## src/rtl/morse_pkg.sv

```systemverilog
// Shared Morse definitions: letter indices S..Z, element encoding, code table and decoder FSM states.
// The same code table can drive the transmitter LUT.
package morse_pkg;

  localparam int MAX_ELEMS = 4;

  localparam logic [2:0] LTR_S = 3'd0;
  localparam logic [2:0] LTR_T = 3'd1;
  localparam logic [2:0] LTR_U = 3'd2;
  localparam logic [2:0] LTR_V = 3'd3;
  localparam logic [2:0] LTR_W = 3'd4;
  localparam logic [2:0] LTR_X = 3'd5;
  localparam logic [2:0] LTR_Y = 3'd6;
  localparam logic [2:0] LTR_Z = 3'd7;

  localparam logic DOT  = 1'b0;
  localparam logic DASH = 1'b1;

  // Pattern holds the first element in the most significant used bit.
  typedef struct packed {
    logic [2:0] len;
    logic [3:0] pat;
  } morse_code_t;

  localparam morse_code_t CODE_S = {3'd3, 4'b0000};
  localparam morse_code_t CODE_T = {3'd1, 4'b0001};
  localparam morse_code_t CODE_U = {3'd3, 4'b0001};
  localparam morse_code_t CODE_V = {3'd4, 4'b0001};
  localparam morse_code_t CODE_W = {3'd3, 4'b0011};
  localparam morse_code_t CODE_X = {3'd4, 4'b1001};
  localparam morse_code_t CODE_Y = {3'd4, 4'b1011};
  localparam morse_code_t CODE_Z = {3'd4, 4'b1100};

  typedef enum logic [2:0] {IDLE, MARK, SPACE, DRAIN, EMIT} dec_state_t;

  function automatic morse_code_t code_of(input logic [2:0] idx);
    case (idx)
      LTR_S:   code_of = CODE_S;
      LTR_T:   code_of = CODE_T;
      LTR_U:   code_of = CODE_U;
      LTR_V:   code_of = CODE_V;
      LTR_W:   code_of = CODE_W;
      LTR_X:   code_of = CODE_X;
      LTR_Y:   code_of = CODE_Y;
      default: code_of = CODE_Z;
    endcase
  endfunction

  // Returns {hit, index}.
  function automatic logic [3:0] morse_lookup(input logic [2:0] len, input logic [3:0] pat);
    logic [3:0] r;
    r = 4'd0;
    for (int i = 0; i < 8; i++) begin
      if (code_of(3'(i)) == {len, pat}) r = {1'b1, 3'(i)};
    end
    return r;
  endfunction

endpackage

```

## src/rtl/morse_tick_gen.sv

```systemverilog
// Morse time-unit tick: one-clock pulse every CLK_PER_UNIT clocks.
module morse_tick_gen #(
  parameter int CLK_PER_UNIT = 2500000
) (
  input  logic clock,
  input  logic reset,
  output logic tick
);

  localparam int CW = (CLK_PER_UNIT > 2) ? $clog2(CLK_PER_UNIT) : 1;
  localparam logic [CW-1:0] RELOAD = CW'(CLK_PER_UNIT - 1);

  logic [CW-1:0] cnt_reg;

  always_ff @(posedge clock or negedge reset) begin
    if (!reset)
      cnt_reg <= '0;
    else if (cnt_reg == '0)
      cnt_reg <= RELOAD;
    else
      cnt_reg <= cnt_reg - CW'(1);
  end

  assign tick = (cnt_reg == '0);

endmodule

```

## src/rtl/morse_decoder.sv

```systemverilog
// Morse receiver: samples sig_in once per unit, collects dots/dashes, decodes S..Z on a letter gap.
// Optional MORSE_DEC_STICKY_ERR_EN turns error_out into a level held until reset.
module morse_decoder
  import morse_pkg::*;
#(
  parameter int CLK_PER_UNIT = 2500000
) (
  input  logic       clock,
  input  logic       reset,
  input  logic       sig_in,
  output logic [2:0] letter_out,
  output logic       valid_out,
  output logic       error_out,
  output logic       busy
);

  logic       tick;
  logic [1:0] sync_reg;
  logic       sample;

  dec_state_t state_reg, state_next;
  logic [2:0] run_cnt_reg, run_cnt_next;
  logic [2:0] elem_cnt_reg, elem_cnt_next;
  logic [3:0] pat_reg, pat_next;
  logic       err_flag_reg, err_flag_next;
  logic [2:0] letter_reg;
  logic [3:0] lookup;
  logic       good_emit;
  logic       bad_emit;
`ifdef MORSE_DEC_STICKY_ERR_EN
  logic       sticky_err_reg;
`endif

  morse_tick_gen #(.CLK_PER_UNIT(CLK_PER_UNIT)) u_tick (
    .clock (clock),
    .reset (reset),
    .tick  (tick)
  );

  assign sample = sync_reg[1];

  function automatic logic [2:0] sat_inc(input logic [2:0] v);
    return (v == 3'd7) ? v : v + 3'd1;
  endfunction

  always_ff @(posedge clock or negedge reset) begin
    if (!reset) begin
      sync_reg     <= 2'b00;
      state_reg    <= IDLE;
      run_cnt_reg  <= 3'd0;
      elem_cnt_reg <= 3'd0;
      pat_reg      <= 4'd0;
      err_flag_reg <= 1'b0;
      letter_reg   <= 3'd0;
`ifdef MORSE_DEC_STICKY_ERR_EN
      sticky_err_reg <= 1'b0;
`endif
    end else begin
      sync_reg     <= {sync_reg[0], sig_in};
      state_reg    <= state_next;
      run_cnt_reg  <= run_cnt_next;
      elem_cnt_reg <= elem_cnt_next;
      pat_reg      <= pat_next;
      err_flag_reg <= err_flag_next;
      if (good_emit) letter_reg <= lookup[2:0];
`ifdef MORSE_DEC_STICKY_ERR_EN
      if (bad_emit) sticky_err_reg <= 1'b1;
`endif
    end
  end

  always_comb begin
    state_next    = state_reg;
    run_cnt_next  = run_cnt_reg;
    elem_cnt_next = elem_cnt_reg;
    pat_next      = pat_reg;
    err_flag_next = err_flag_reg;
    case (state_reg)
      IDLE: begin
        if (tick && sample) begin
          state_next   = MARK;
          run_cnt_next = 3'd1;
        end
      end
      MARK: begin
        if (tick) begin
          if (sample) begin
            run_cnt_next = sat_inc(run_cnt_reg);
            if (run_cnt_reg == 3'd3) begin
              err_flag_next = 1'b1;
              state_next    = DRAIN;
              run_cnt_next  = 3'd0;
            end
          end else if (elem_cnt_reg == 3'(MAX_ELEMS)) begin
            // The closing space already counts toward the drain gap.
            err_flag_next = 1'b1;
            state_next    = DRAIN;
            run_cnt_next  = 3'd1;
          end else begin
            pat_next      = {pat_reg[2:0], (run_cnt_reg == 3'd1) ? DOT : DASH};
            elem_cnt_next = elem_cnt_reg + 3'd1;
            state_next    = SPACE;
            run_cnt_next  = 3'd1;
          end
        end
      end
      SPACE: begin
        if (tick) begin
          if (sample) begin
            state_next   = MARK;
            run_cnt_next = 3'd1;
          end else begin
            run_cnt_next = sat_inc(run_cnt_reg);
            if (run_cnt_reg == 3'd2) state_next = EMIT;
          end
        end
      end
      DRAIN: begin
        if (tick) begin
          if (sample) begin
            run_cnt_next = 3'd0;
          end else begin
            run_cnt_next = sat_inc(run_cnt_reg);
            if (run_cnt_reg == 3'd2) state_next = EMIT;
          end
        end
      end
      EMIT: begin
        state_next    = IDLE;
        run_cnt_next  = 3'd0;
        elem_cnt_next = 3'd0;
        pat_next      = 4'd0;
        err_flag_next = 1'b0;
      end
      default: state_next = IDLE;
    endcase
  end

  always_comb begin
    lookup     = morse_lookup(elem_cnt_reg, pat_reg);
    good_emit  = (state_reg == EMIT) && lookup[3] && !err_flag_reg;
    bad_emit   = (state_reg == EMIT) && !good_emit;
    valid_out  = good_emit;
    letter_out = good_emit ? lookup[2:0] : letter_reg;
    busy       = (state_reg != IDLE);
`ifdef MORSE_DEC_STICKY_ERR_EN
    error_out  = sticky_err_reg || bad_emit;
`else
    error_out  = bad_emit;
`endif
  end

endmodule

```

## config.mk

```make
export PLATFORM = sky130hd
export DESIGN_NAME = morse_decoder
export DESIGN_NICKNAME = d
export VERILOG_FILES = /design/src/rtl/morse_pkg.sv /design/src/rtl/morse_tick_gen.sv /design/src/rtl/morse_decoder.sv
export SDC_FILE = /design/constraint.sdc
export NUM_CORES = 1
export LEC_CHECK = 0
export CAP_MARGIN = 15
export CORE_MARGIN = 2
export CORE_UTILIZATION = 25
export DETAILED_ROUTE_END_ITERATION = 6
export DONT_BUFFER_PORTS = 1
export GPL_TIMING_DRIVEN = 0
export PLACE_DENSITY_LB_ADDON = 0.1
export SETUP_SLACK_MARGIN = 0.1
export SYNTH_ARGS = -nofsm -noshare
export SYNTH_HDL_FRONTEND = slang
export SYNTH_SLANG_ARGS = --single-unit
```

## constraint.sdc

```tcl
create_clock -name clock -period 2.7 [get_ports clock]
set_clock_uncertainty 0.05 [all_clocks]
set_input_delay 0.27 -clock clock [delete_from_list [all_inputs] [get_ports clock]]
set_output_delay 0.27 -clock clock [all_outputs]
set_load 0.005 [all_outputs]
```

Word-level counts from Yosys, hierarchy flattened:

Cells that the tools add are included.

* add/subtract/negate cells: 3
* equal/unequal tests: 26
* muxes and demuxes: 44
* reductions and logical operators: 15

Operators by type and width (count)
* $mux W3: 21
* $mux W4: 11
* $eq A7 B7 Y1 const A: 4
* $logic_not A22 Y1: 1
* $mux W22: 1
* $sub A22 B1 Y22 const B: 1
* $eq A6 B7 Y1 const A: 3
* $pmux W3 S5: 1
* $ne A2 B2 Y1 const B: 7
* $eq A3 B2 Y1 const B: 4
* $pmux W3 S4: 1
* $eq A3 B3 Y1 const B: 3
* $pmux W4 S2: 1
* $reduce_and A4 Y1: 2
* $eq A5 B7 Y1 const A: 1
* $add A3 B1 Y3 const B: 2
* $eq A3 B1 Y1 const B: 2
* $mux W1: 6
* $ne A3 B3 Y1 const B: 2
* $pmux W3 S2: 1
* $reduce_and A6 Y1: 1
* $reduce_and A5 Y1: 1
* $reduce_bool A5 Y1: 1
* $logic_and A1 B1 Y1: 4
* 5 further kinds: 6

* bits in registers: 41
* bits of input ports: 3
* logic and storage cells: 96

Depth between registers and ports, before layout:

Gate-level depths: netlist of the first run.

* word-level depth: 13
* mapped depth: 8
* gate-level depth less buffers: 7

Modules after synthesis:

Synthesis of the first run repeated with hierarchy kept, for this count alone.

* cells, all modules: 232
* area, all modules: 2326.0 µm²

By module, submodules not included
* morse_decoder: times used 1, cells each 131, area an instance 1282.5 µm², seq. area each 475.5 µm²
* morse_tick_gen: times used 1, cells each 101, area an instance 1043.5 µm², seq. area each 550.5 µm²

Least setup slack after synthesis of the first run:

Ideal clock, no wire load.

* kind: register -> output
* start point: reg state_reg[2]
* end point: out letter_out[0]
* arrival: 1.632 ns
* required time: 2.380 ns
* path slack: 0.748 ns
* cell stages (with the launch flop): 6
* buffers on the path: 0
* cells stage by stage: dfrtp_1 > or3b_2 > nor2_1 > o211ai_1 > nand2_1 > mux2_2

* cells in the longest elaborated chain, start to end: 4

RTL lines
* start, declared: RTL line morse_decoder.sv:21 `dec_state_t state_reg, state_next;`
* start signal, assigned: RTL line morse_decoder.sv:60 `state_reg <= state_next;`
* $eq A3 B3 Y1: RTL line morse_decoder.sv:141 `good_emit = (state_reg == EMIT) && lookup[3] && !err_flag_reg;`
* $logic_and A1 B1 Y1 (2 in a row): RTL line morse_decoder.sv:141
* named net valid_out: RTL line morse_decoder.sv:12 `output logic valid_out,`
* $mux W3: RTL line morse_decoder.sv:144 `letter_out = good_emit ? lookup[2:0] : letter_reg;`
* end, declared: RTL line morse_decoder.sv:11 `output logic [2:0] letter_out,`

The timed path passes the listed nets, and every way through them passes these cells.

Worst setup path in the final report of the first run:

Ends and elaborated chain as after synthesis.

==> results of run 1 <==
[cells in the mapped netlist (3+ instances only)]
cell,instances,area (µm²)
nor3_2,3,30.0
nor2b_1,4,25.0
a21oi_1,10,50.1
nand4_1,3,18.8
dfrtp_1,41,1030
nand2b_1,4,25.0
nand3_1,7,35.0
nor4_4,4,85.1
nor2_1,28,105
or3_1,3,18.8
mux2_2,3,33.8
a22o_1,5,43.8
nand2_1,23,86.3
mux2i_1,3,30.0
xor2_1,8,70.1
a21o_1,3,22.5
xnor2_1,5,43.8
o31ai_1,3,22.5
inv_1,11,41.3
nand3b_1,4,30.0
clkbuf_1,9,33.8
o21ai_0,11,55.1
nor4_1,3,18.8
ha_1,9,113
nor3_1,10,50.1
[worst reg2reg max path, delay by kind of cell, from the launching register on]
| family | cells | cell delay [ps] |
|---|---|---|
| buffers and inverters | 1 | 220 |
| and+or+nand+nor | 3 | 1040 |
| DFF | 1 | 380 |
| AOI/OAI and AO/OA | 1 | 180 |
| muxes | 1 | 310 |
[power by group]
group,switching (mW),internal (mW)
registers,0.000443,0.615
logic,0.0208,0.00843
clock network,0.230,0.302
total,0.252,0.925
[timing repair]
| action | CTS | global route |
|---|---|---|
| hold buffers | 3 | 0 |
| setup endpoints to repair | 0 | 2 |
| setup buffers | 0 | 0 |
| gates resized for setup | 0 | 3 |
| hold endpoints to repair | 42 | 0 |
[area by class of cell]
cell class	count	area share
Tap cell	133	0.0597
Clock inverter	1	0.0108
Multi-Input combinational cell	188	0.471
Buffer	15	0.0265
Inverter	11	0.0148
Clock buffer	7	0.0310
Timing Repair Buffer	3	0.0171
Sequential cell	41	0.369
[per-stage QoR]
step                      hold slack (ps)  cell area (µm²)  power [mW]
final                                 298             2790        1.18
after global routing                  313             2790        1.23
after CTS                             302             2780        1.20
after detailed placement            -74.5             2620       0.637
after global placement              -74.6             2620       0.637
after floorplan                     -75.6             2450       0.635
[layer usage]
| metal | track usage | up-vias | share of wire |
|---|---|---|---|
| met1 | 0.161 | 878 | 0.52 |
| met5 | 0 | - | 0 |
| met3 | 0.0231 | 5 | 0.025 |
| li1 | - | 923 | - |
| met2 | 0.189 | 18 | 0.45 |
| met4 | 0.0374 | 0 | 0.012 |
[kinds of logic after synthesis]
family / after synthesis
flops: 41
mux: 8
xor+xnor: 13
simple gates: 106
compound gates: 52
fa+ha+maj: 9
buf+inv: 26
[worst paths after layout]
kind | endpoint | slack [ps] | cells past startpoint
setup / recovery | letter_out[0] | 280 | 5
hold / removal | sync_reg[1]$_DFF_PN0_ | 300 | 0
setup reg to reg | elem_cnt_reg[0]$_DFFE_PN0P_ | 420 | 6
hold reg to reg | sync_reg[1]$_DFF_PN0_ | 300 | 0
max in group asynchronous | state_reg[2]$_DFFE_PN0P_ | 1950 | 2
min in group asynchronous | pat_reg[3]$_DFFE_PN0P_ | 420 | 2
==> results.toml, run 1 <==
[clocking]
clkTransAtPathRegs_ps = 90
clock_sinks = 41
cts_tree = "built"
cts.path.max_buffers = 2
htree_levels = 2
clock_latency_ps = 300
cts_root_buf = "clkbuf_8"
numCtsBuffers = 5

[routing]
vias = 1824
ant_nets = 0
first_iter_violations = 48
wirelength_um = 5640
drc = 0
avgViaCountPerCell = 4.57
wl_per_cell_um = 14.1
drt_pass1_iterations = 4

[floorplan]
coreArea_um2 = 9640
start_util = 0.254
die_w_um = 103
die_h_um = 103
io_pins = 9
rows = 36
die-area_um2 = 10600

[global_route]
grt_pass1_vias = 1858
grt_pass1_wl_um = 9650
grtUsageTotal = 0.118
grt-ovfl-total = 0
antenna_found_initial = 0
grt_max_degree = 42

[pwr]
ir_drop_mv = 0.171
p_leak_nw = 1.13
powerDensity_nw_per_um2 = 422

[logic_synthesis]
synth_compound_area_frac = 0.148
ys_seq_area_frac = 0.419
syn_area_um2 = 2450
yosysWarningCount = 0
synth_cell_types = 55
synth-simple-area-share = 0.257
synth_xor_area_frac = 0.0465
synth_mux_area_frac = 0.0368
ys_ff_latch = 41
postSynthNetCount = 267
synth_edf_count = 0
async_flop_share = 1.00
synthAdderAreaFrac = 0.0460
syn_avg_cell_area_um2 = 9.61
synth_top_family_by_area = "simple AND/OR/NAND/NOR gates"
yosys_most_used_dff = "dfrtp_1"
syn_inst = 255

[layout]
multi_input_area_um2 = 1310
layout_common_cells = "dfrtp_1, nor2_1, nand2_1, inv_1, o21ai_0"
drive_gt1_frac = 0.132
final-instance-count-excl-fill = 399
syn_to_final_growth_pct = 13.7
regArea_um2 = 1030
layout_commonest_cell = "dfrtp_1"
fillers = 1081
nNetsFinal = 277
final_core_util = 0.289
diodes = 0
largest_reg_flops = 22

[flow_run]
maxCapViolations = 0

[critical_path]
timing.rr.start = "sync_reg[1]$_DFF_PN0_"
crit_family = "simple AND/OR/NAND/NOR gates"
slowest_stage = "or3b_2"
path_cells = "or3b_2, nor2_1, o211ai_1, nand2_2, mux2_2"
cp.arrival_ps = 2100
startpoint_type = "flop"
crit_type = "reg2out"
crit_fanout = 6
worst_setup_path_end_kind = "output pin"
cpPeakStageDelay_ps = 520
startpoint = "state_reg[2]$_DFFE_PN0P_"
path_buf_inv = 0
worstPathRequired_ps = 2380

[timing]
hold_viol = 0
max_slew_margin = 0.610
final.setup.tns_ps = 0
tightest_slew_ps = 579
slew_viol_final = 0
layout_setup_ws_ps = 280
min_period_ps = 2420
finalSetupViolCount = 0
layout_worst_path_cycle_share = 0.896
rsz0062_at_grt = "false"
fmax_ghz = 0.413

[placement]
preCtsSetupSlack_ps = 367
dp.final_hpwl_um = 3820
dp_cells = 388
io_buffers = 0
place_congestion = 0.760

[hold_path]
worstHoldStart = "sync_reg[0]$_DFF_PN0_"
hold_class = "reg2reg"

[run_status]
status = "finished, final reports clean"
Note: power is estimated with default switching activity, not from simulation.
==> inputs of run 2 (changes only) <==
Settings changed: ABC_AREA set to 1, SLEW_MARGIN set to 15.
==> run 2 against run 1 <==
First-iteration DRC count increased by 130%. Largest power group unchanged. Flip-flop and latch count unchanged. Clock-buffer cell count down 2. Synthesized area up 4.1%. Power up 6.2%.
==> results.toml, run 2 <==
[critical_path]
cp_common_cell = "nand2_1"
timing.rr.start = "elem_cnt_reg[0]$_DFFE_PN0P_"
crit_fanout = 5
r2r_setup_slack_ps = 920
cpPeakStageDelay_ps = 440
crit_family = "simple AND/OR/NAND/NOR gates"
startpoint_type = "flop"
worst_setup_path_end_kind = "output pin"
r2r_cells = 10
worstPathRequired_ps = 2380
worst_r2r_endpoint = "letter_reg[1]$_DFF_PN0_"
startpoint = "elem_cnt_reg[0]$_DFFE_PN0P_"
cp.arrival_ps = 1920
path_buf_inv = 2
crit_type = "reg2out"
path_cells = "inv_1, ha_1, nand2_1, inv_1, nand4_1, o21ai_1, o21ai_1, nand2_2, nand2_1, nand2_1"
slowest_stage = "dfrtp_1"

[clocking]
clock_latency_ps = 300
post-cts-setup-buffers = 0
htree_levels = 2
cts.path.max_buffers = 2
cts_root_buf = "clkbuf_8"
numCtsBuffers = 5
clkTransAtPathRegs_ps = 100
clock_sinks = 41
cts_tree = "built"
cts-resized-gates = 0
ctsHoldBuffers = 3

[logic_synthesis]
syn_area_um2 = 2550
synthTopCellsByCount = "nand2_1, dfrtp_1, nor2_1"
async_flop_share = 1.00
ys_seq_area_frac = 0.402
yosys.area.top_type_share = 0.402
synth.most_common_cell = "nand2_1"
synth_top_area_cell = "dfrtp_1"
synth_cell_types = 31
postSynthNetCount = 346
synth_edf_count = 0
yosys_most_used_dff = "dfrtp_1"
syn_avg_cell_area_um2 = 7.63
ys_ff_latch = 41
syn_inst = 334
yosysWarningCount = 0
synth.top_cells.by_area = "dfrtp_1, nand2_1, nand3_1"

[timing]
tightest_slew_ps = 598
hold_viol = 0
final.setup.tns_ps = 0
max_slew_margin = 0.598
rsz0062_at_grt = "false"
min_period_ps = 2240
whs_ps = 304
layout_setup_ws_ps = 461
slew_viol_final = 0
finalSetupViolCount = 0
layout_worst_path_cycle_share = 0.829
fmax_ghz = 0.447

[global_route]
grt_pass1_vias = 2093
antenna_found_initial = 0
grt-ovfl-total = 0
grt_max_degree = 42
grtUsageTotal = 0.115
grt_pass1_wl_um = 10300

[placement]
io_buffers = 0
dp.final_hpwl_um = 4280
place_congestion = 0.789
preCtsSetupSlack_ps = 784

[routing]
avgViaCountPerCell = 4.44
vias = 2123
drc = 0
wirelength_um = 5840
wl_per_cell_um = 12.2
first_iter_violations = 110
drt_pass1_iterations = 4
ant_nets = 0

[flow_run]
maxCapViolations = 0

[floorplan]
coreArea_um2 = 9820
die_h_um = 105
rows = 36
die-area_um2 = 11000
io_pins = 9
start_util = 0.260
die_w_um = 105

[layout]
largest_reg_flops = 22
diodes = 0
layout_commonest_cell = "nand2_1"
syn_to_final_growth_pct = 13.6
fillers = 1062
nNetsFinal = 356
layout_common_cells = "nand2_1, dfrtp_1, nor2_1, inv_1, nand3_1"
drive_gt1_frac = 0.145

[pwr]
ir_drop_mv = 0.191
powerDensity_nw_per_um2 = 432
p_leak_nw = 1.31

[hold_path]
worstHoldStart = "sync_reg[0]$_DFF_PN0_"
hold_class = "reg2reg"
hold_end = "sync_reg[1]$_DFF_PN0_"
worstHoldPathCells = 0

[run_status]
status = "finished, final reports clean"
-- run 2: changes by cell type in the layout (fill, tap and decap cells not counted), sizes merged, moves of 8 or more --
cell	change
nand4	+8
clkbuf	-11
inv	+26
nor3	-12
nand3	+27
nand2	+67
nor2	+27
o21ai	+12
-- run 2: how the worst max path moves through the flow --
stage | endpoint | slack [ps] | cells past startpoint
after floorplan | letter_out[1] | 960 | 6
after global placement | letter_out[0] | 770 | 9
after detailed placement | letter_out[0] | 780 | 9
after CTS | letter_out[0] | 420 | 9
after global routing | letter_out[1] | 200 | 10
final | letter_out[1] | 460 | 10
-- run 2: area by class of cell --
cell class | count | area (µm²) | share of cell area
Buffer | 2 | 12.5 | 0.00432
Timing Repair Buffer | 3 | 47.5 | 0.0164
Clock inverter | 3 | 65.1 | 0.0225
Multi-Input combinational cell | 253 | 1370 | 0.472
Tap cell | 133 | 166 | 0.0574
Sequential cell | 41 | 1030 | 0.354
Clock buffer | 5 | 68.8 | 0.0237
Inverter | 38 | 143 | 0.0492
-- run 2: routing by layer --
metal / wire, µm / track usage / up-vias
li1: - / - / 1110
met1: 3130 / 0.165 / 988
met2: 2470 / 0.171 / 20
met3: 153 / 0.0268 / 5
met4: 84 / 0.0343 / 0
met5: 0 / 0 / -
-- run 2: logic make-up after synthesis --
family,share of synthesized area
and+or+nand+nor,0.380
DFF,0.402
buffers and inverters,0.0608
AOI/OAI and AO/OA,0.0883
adders and majority gates,0.0442
xor gates and xnor gates,0.0240
-- run 2: through the flow --
step           instance area [µm²]  utilization  total power [mW]  cells
3_5_place_dp                  2720        0.277             0.631    467
4_1_cts                       2900        0.295              1.28    478
2_1_floorplan                 2550            -             0.630    334
5_1_grt                       2900        0.295              1.30    478
6_report                      2900        0.295              1.25    478
3_3_place_gp                  2720        0.277             0.631    467
-- run 2: where the power goes --
| group | leakage [nW] | internal (mW) | total, mW | switching, mW |
|---|---|---|---|---|
| Clock | 0.0681 | 0.368 | 0.612 | 0.244 |
| Sequential | 0.506 | 0.615 | 0.617 | 0.00177 |
| Combinational | 0.740 | 0.00644 | 0.0215 | 0.0150 |
-- run 2: worst register-to-register path, stage by stage (launching register included) --
cell and delay (ps):
dfrtp_1 440, inv_1 60, ha_1 190, nand2_1 150, inv_1 100, nand4_1 100
o21ai_1 100, o21ai_1 200, nand2_2 120, nand2_1 70, nand2_1 80
